<file path="config.mk">
export PLATFORM = sky130hd
export DESIGN_NAME = prog_seq_flat
export DESIGN_NICKNAME = d
export VERILOG_FILES = /design/src/rtl/prog_seq_if.sv /design/src/rtl/prog_seq.sv /design/src/flat_wrapper.sv
export SDC_FILE = /design/constraint.sdc
export NUM_CORES = 1
export LEC_CHECK = 0
export CORE_MARGIN = 2
export CORE_UTILIZATION = 53
export DETAILED_ROUTE_END_ITERATION = 12
export GPL_ROUTABILITY_DRIVEN = 0
export PLACE_DENSITY = 0.76
export SYNTH_ARGS = -nofsm -noshare
export SYNTH_HDL_FRONTEND = slang
export SYNTH_SLANG_ARGS = --single-unit
</file>
<file path="constraint.sdc">
create_clock -name Clk -period 2.7 [get_ports Clk]
set_clock_uncertainty 0.2 [all_clocks]
set_input_delay 0.27 -clock Clk [delete_from_list [all_inputs] [get_ports Clk]]
set_output_delay 0.27 -clock Clk [all_outputs]
set_load 0.02 [all_outputs]
</file>
<file path="src/rtl/prog_seq_if.sv">
// Bundle of run-control, branch, LUT-write and fetch-address signals between
// the instruction-control logic (master) and the program sequencer (slave).
interface prog_seq_if #(
  parameter int PC_W      = 6,
  parameter int LUT_IDX_W = 3
);
  logic                 Start;
  logic                 Stall;
  logic                 Jen;
  logic                 Jrel;
  logic [LUT_IDX_W-1:0] Jptr;
  logic                 Call;
  logic                 Ret;
  logic                 Halt;
  logic                 LutWe;
  logic [LUT_IDX_W-1:0] LutWaddr;
  logic [PC_W-1:0]      LutWdata;
  logic [PC_W-1:0]      PC;
  logic                 Busy;
  logic                 Done;
  logic                 StackErr;
  logic [1:0]           dbg_state;

  modport master (
    output Start, Stall, Jen, Jrel, Jptr, Call, Ret, Halt, LutWe, LutWaddr, LutWdata,
    input  PC, Busy, Done, StackErr, dbg_state
  );

  modport slave (
    input  Start, Stall, Jen, Jrel, Jptr, Call, Ret, Halt, LutWe, LutWaddr, LutWdata,
    output PC, Busy, Done, StackErr, dbg_state
  );
endinterface

</file>
<file path="src/rtl/prog_seq.sv">
// Program sequencer: registered fetch address with branch LUT, absolute/relative
// branches, call/return stack, stall and an IDLE/RUN/DONE/ERR run-control FSM.
module prog_seq #(
  parameter int PC_W        = 6,
  parameter int LUT_IDX_W   = 3,
  parameter int STACK_DEPTH = 4
) (
  input  logic       Clk,
  input  logic       Reset,
  prog_seq_if.slave  bus
);
  localparam int LUT_N = 2 ** LUT_IDX_W;
  localparam int SP_W  = $clog2(STACK_DEPTH + 1);
  localparam int IDX_W = (STACK_DEPTH > 1) ? $clog2(STACK_DEPTH) : 1;

  typedef enum logic [1:0] {
    IDLE = 2'd0,
    RUN  = 2'd1,
    DONE = 2'd2,
    ERR  = 2'd3
  } state_t;

  state_t          state, state_n;
  logic [PC_W-1:0] pc, pc_n, pc_inc, lut_val, target;
  logic [SP_W-1:0] sp, sp_n;
  logic            push;
  logic            stack_full, stack_empty;
  logic [IDX_W-1:0] top_idx, push_idx;

  logic [PC_W-1:0] lut   [LUT_N];
  logic [PC_W-1:0] stack [STACK_DEPTH];

  assign pc_inc      = pc + PC_W'(1);
  // Combinational read sees the pre-write contents when the same index is written this edge.
  assign lut_val     = lut[bus.Jptr];
  assign target      = bus.Jrel ? pc + lut_val : lut_val;
  assign stack_full  = (sp == SP_W'(STACK_DEPTH));
  assign stack_empty = (sp == '0);
  assign top_idx     = IDX_W'(sp - SP_W'(1));
  assign push_idx    = IDX_W'(sp);

  always_comb begin
    state_n = state;
    pc_n    = pc;
    sp_n    = sp;
    push    = 1'b0;
    case (state)
      RUN: begin
        if (!bus.Stall) begin
          if (bus.Halt) begin
            state_n = DONE;
          end else if (bus.Ret) begin
            if (stack_empty) begin
              state_n = ERR;
            end else begin
              pc_n = stack[top_idx];
              sp_n = sp - SP_W'(1);
            end
          end else if (bus.Call) begin
            if (stack_full) begin
              state_n = ERR;
            end else begin
              push = 1'b1;
              pc_n = target;
              sp_n = sp + SP_W'(1);
            end
          end else if (bus.Jen) begin
            pc_n = target;
          end else begin
            pc_n = pc_inc;
          end
        end
      end
      default: begin
        if (bus.Start) begin
          state_n = RUN;
          pc_n    = '0;
          sp_n    = '0;
        end
      end
    endcase
  end

  always_ff @(posedge Clk or negedge Reset) begin
    if (!Reset) begin
      state <= IDLE;
      pc    <= '0;
      sp    <= '0;
    end else begin
      state <= state_n;
      pc    <= pc_n;
      sp    <= sp_n;
    end
  end

  always_ff @(posedge Clk or negedge Reset) begin
    if (!Reset) begin
      for (int i = 0; i < STACK_DEPTH; i++) stack[i] <= '0;
    end else if (push) begin
      stack[push_idx] <= pc_inc;
    end
  end

  // LUT writes are independent of the run state.
  always_ff @(posedge Clk or negedge Reset) begin
    if (!Reset) begin
      for (int i = 0; i < LUT_N; i++) lut[i] <= '0;
    end else if (bus.LutWe) begin
      lut[bus.LutWaddr] <= bus.LutWdata;
    end
  end

  assign bus.PC        = pc;
  assign bus.Busy      = (state == RUN);
  assign bus.Done      = (state == DONE);
  assign bus.StackErr  = (state == ERR);
  assign bus.dbg_state = state;
endmodule

</file>
<file path="src/flat_wrapper.sv">
// flat-port wrapper written by rule: the top's interface ports become plain ports
module prog_seq_flat 
#(
  parameter int PC_W        = 6,
  parameter int LUT_IDX_W   = 3,
  parameter int STACK_DEPTH = 4
)
  (Clk, Reset, bus_Start, bus_Stall, bus_Jen, bus_Jrel, bus_Jptr, bus_Call, bus_Ret, bus_Halt, bus_LutWe, bus_LutWaddr, bus_LutWdata, bus_PC, bus_Busy, bus_Done, bus_StackErr, bus_dbg_state);
  prog_seq_if #(.PC_W(PC_W), .LUT_IDX_W(LUT_IDX_W)) bus_i ();
  input  logic Clk;
  input  logic Reset;
  input wire logic [$bits(bus_i.Start)-1:0] bus_Start;
  input wire logic [$bits(bus_i.Stall)-1:0] bus_Stall;
  input wire logic [$bits(bus_i.Jen)-1:0] bus_Jen;
  input wire logic [$bits(bus_i.Jrel)-1:0] bus_Jrel;
  input wire logic [$bits(bus_i.Jptr)-1:0] bus_Jptr;
  input wire logic [$bits(bus_i.Call)-1:0] bus_Call;
  input wire logic [$bits(bus_i.Ret)-1:0] bus_Ret;
  input wire logic [$bits(bus_i.Halt)-1:0] bus_Halt;
  input wire logic [$bits(bus_i.LutWe)-1:0] bus_LutWe;
  input wire logic [$bits(bus_i.LutWaddr)-1:0] bus_LutWaddr;
  input wire logic [$bits(bus_i.LutWdata)-1:0] bus_LutWdata;
  output wire logic [$bits(bus_i.PC)-1:0] bus_PC;
  output wire logic [$bits(bus_i.Busy)-1:0] bus_Busy;
  output wire logic [$bits(bus_i.Done)-1:0] bus_Done;
  output wire logic [$bits(bus_i.StackErr)-1:0] bus_StackErr;
  output wire logic [$bits(bus_i.dbg_state)-1:0] bus_dbg_state;
  assign bus_i.Start = bus_Start;
  assign bus_i.Stall = bus_Stall;
  assign bus_i.Jen = bus_Jen;
  assign bus_i.Jrel = bus_Jrel;
  assign bus_i.Jptr = bus_Jptr;
  assign bus_i.Call = bus_Call;
  assign bus_i.Ret = bus_Ret;
  assign bus_i.Halt = bus_Halt;
  assign bus_i.LutWe = bus_LutWe;
  assign bus_i.LutWaddr = bus_LutWaddr;
  assign bus_i.LutWdata = bus_LutWdata;
  assign bus_PC = bus_i.PC;
  assign bus_Busy = bus_i.Busy;
  assign bus_Done = bus_i.Done;
  assign bus_StackErr = bus_i.StackErr;
  assign bus_dbg_state = bus_i.dbg_state;
  prog_seq #(.PC_W(PC_W), .LUT_IDX_W(LUT_IDX_W), .STACK_DEPTH(STACK_DEPTH)) u_core (.Clk(Clk), .Reset(Reset), .bus(bus_i));
endmodule
</file>
==> results.cfg <==
[setup_path]
path_max_fanout = 2
crit_type = reg2reg
endpoint_kind = flop
crit_chain = mux4_2, mux2_4, ha_4, fa_2, xnor2_2, nand3_1, o211ai_1, a211oi_1, mux2_2
critPathSlowestCell = mux4_2
cp_slowest_stage_delay_ns = 0.46
cp.arrival_ns = 2.78
r2r_start = u_core.lut[30]
crit_required_ns = 2.76
crit_family = multiplexers
critPathLaunchType = flop
cp_num_buf_inv = 0
cp-startpoint = u_core.lut[30]

[synth]
avgSynthCellArea_um2 = 13.3
seq_area_frac_synth = 0.478
yosys_most_used_dff = dfrtp_1
ys_ff_latch = 83
synth-async-reset-ratio = 1.00
synth_edf_count = 0
synth_cells = 326
synth_cell_types = 49
synth_fp_nets = 360
netlist_area_um2 = 4340
yosysWarningCount = 0

[sta]
hold_slack_ns = 0.247
min_period_over_period = 1.01
hold_violations = 0
tightest_slew_ns = 0.510
min_period_ns = 2.73
rsz0062_at_grt = true
relSlewSlack = 0.658
finalWorstSetupSlack_ns = -0.0267
drv_slew = 0
setup_tns_ns = -0.0441
fmax_mhz = 367
setup_viol = 2

[power_and_ir_drop]
peakVddDrop_uv = 370
switchingPower_mw = 1.36
leakage_nw = 2.33
intPower_mw = 2.65
p_seq_frac = 0.423
p_comb_frac = 0.366
p_per_area_nw_per_um2 = 752
power_frac_clock = 0.211
switching_share = 0.339

[place]
dp_cells = 476
portBuffers = 32
post-place-ws_ns = -0.629
dp_hpwl_um = 6570
place_area_um2 = 4980

[layout]
final_common_cell = dfrtp_1
design_area_um2 = 5330
antenna_cells = 0
nets = 423
drive_above_1_share = 0.409
area_growth_pct = 22.6
fin_cells = 499
final_cell_mix = 83 x dfrtp_1, 69 x mux2_2, 29 x clkdlybuf4s50_1

[outcome]
run_status = finished with violations
violations = setup timing

[die]
design.core.area_um2 = 8090
io_pins = 33
rows = 33
start_util = 0.537
fp.dieW_um = 94.5
dieArea_um2 = 8930
die-height_um = 94.5

[cts]
cts-buffers-inserted = 9
h-tree-depth = 3
clock_latency_ns = 0.37
cts_sinks = 83
cts_tree = done
clk_path_buf_depth = 2
clkSlewWorstSetupHoldPaths_ns = 0.10
cts_root_buf = clkbuf_8

[global_route]
top_usage_layer = met2
use_met1 = 0.308
overflow = 0
use_met2 = 0.392
grtUsageTotal = 0.238
grt_max_degree = 84
grt_first_pass_wirelength_um = 15800
antenna_found_initial = 0
grt.met3_usage = 0.0599
first_global_vias = 3057

[drt]
first_pass_iters = 4
wire_per_inst_um = 19.0
via_count = 2956
drt-initial-drc-count = 107
ant_nets = 0
drc = 0
drt-total-wl_um = 9500
via_per_inst = 5.92

[hold_path]
hold_path_class = in2async

[flow_run]
maxCapViolations = 0
area by class of cell:
cell class	count	area, um2
clock buffers	9	124
clock inverters	7	58.8
fillers	616	2770
inverters	8	30.0
multi-input cells	221	2270
flip-flops and latches	83	2080
well taps	105	131
repair buffers	66	637
worst min-delay path, stage by stage:
cell and delay, ns:
dlygate4sd3_1 0.52, buf_4 0.11, buf_12 0.34
cell usage after synthesis, types with 3 or more instances:
library cell / count / area (um2)
nor3_1: 4 / 20.0
nand4b_1: 4 / 35.0
o2111ai_1: 3 / 26.3
clkbuf_1: 8 / 30.0
a211oi_1: 3 / 22.5
a21oi_1: 9 / 45.0
nand2_1: 11 / 41.3
nor2b_1: 3 / 18.8
dfrtp_1: 83 / 2080
and3_1: 3 / 18.8
mux2i_1: 5 / 50.1
a21boi_0: 3 / 22.5
xnor2_1: 7 / 61.3
nand3_1: 9 / 45.0
o21ai_0: 10 / 50.1
mux4_2: 18 / 405
nor2_1: 6 / 22.5
nand3b_1: 4 / 30.0
mux2_2: 73 / 822
inv_1: 8 / 30.0
ha_1: 11 / 138
nand2_2: 3 / 18.8
buf_2: 4 / 20.0
worst paths after layout:
path                            slack, ns  cells after the start               end
worst max-delay path                -0.03                      9  u_core.bus.PC[2]
worst min-delay path                 0.25                      3   u_core.stack[0]
min in group Clk                     0.29                      2   u_core.stack[0]
max in group asynchronous            1.69                      3    u_core.lut[47]
worst max register to register      -0.03                      9  u_core.bus.PC[2]
worst min register to register       0.29                      2   u_core.stack[0]
per-stage QoR:
stage	power, mW	utilization
5_1_grt	4.26	0.658
2_1_floorplan	2.56	-
3_3_place_gp	3.03	0.615
4_1_cts	3.96	0.649
3_5_place_dp	3.08	0.615
6_report	4.01	0.658
cells by family after synthesis:
logic type | after synthesis | share of synthesized area
and+or+nand+nor | 63 | 0.0893
buffers and inverters | 22 | 0.0210
muxes | 97 | 0.297
xor gates and xnor gates | 8 | 0.0161
adders and majority gates | 12 | 0.0363
AOI/OAI and AO/OA | 41 | 0.0622
DFF | 83 | 0.478
power by group through the flow:
stage | clock, mW | combinational, mW | sequential, mW
after global placement | 0 | 1.33 | 1.70
after floorplan | 0 | 0.868 | 1.70
after detailed placement | 0 | 1.37 | 1.71
final | 0.844 | 1.47 | 1.69
after CTS | 0.862 | 1.41 | 1.69
after global routing | 0.919 | 1.61 | 1.73
registers in the layout (all words and copies together), names as in the netlist:
register              count
u_core.lut               48
u_core.stack             24
u_core.sp                 3
u_core.bus.dbg_state      2
u_core.bus.PC             6
routing by layer:
layer	part of all wire	routed length, um
met4	0.027	258
met3	0.045	423
met5	0	0
met2	0.49	4670
met1	0.44	4150
timing repair:
action | 4_1_cts | 5_1_grt
hold endpoints to repair | 83 | 0
endpoints found under the setup margin | 5 | 5
pin swaps | 5 | 16
gates cloned | 1 | 0
hold buffers | 1 | 0
setup buffers | 2 | 3
gates resized for setup | 14 | 10
Power figures use the tool's default switching activity.
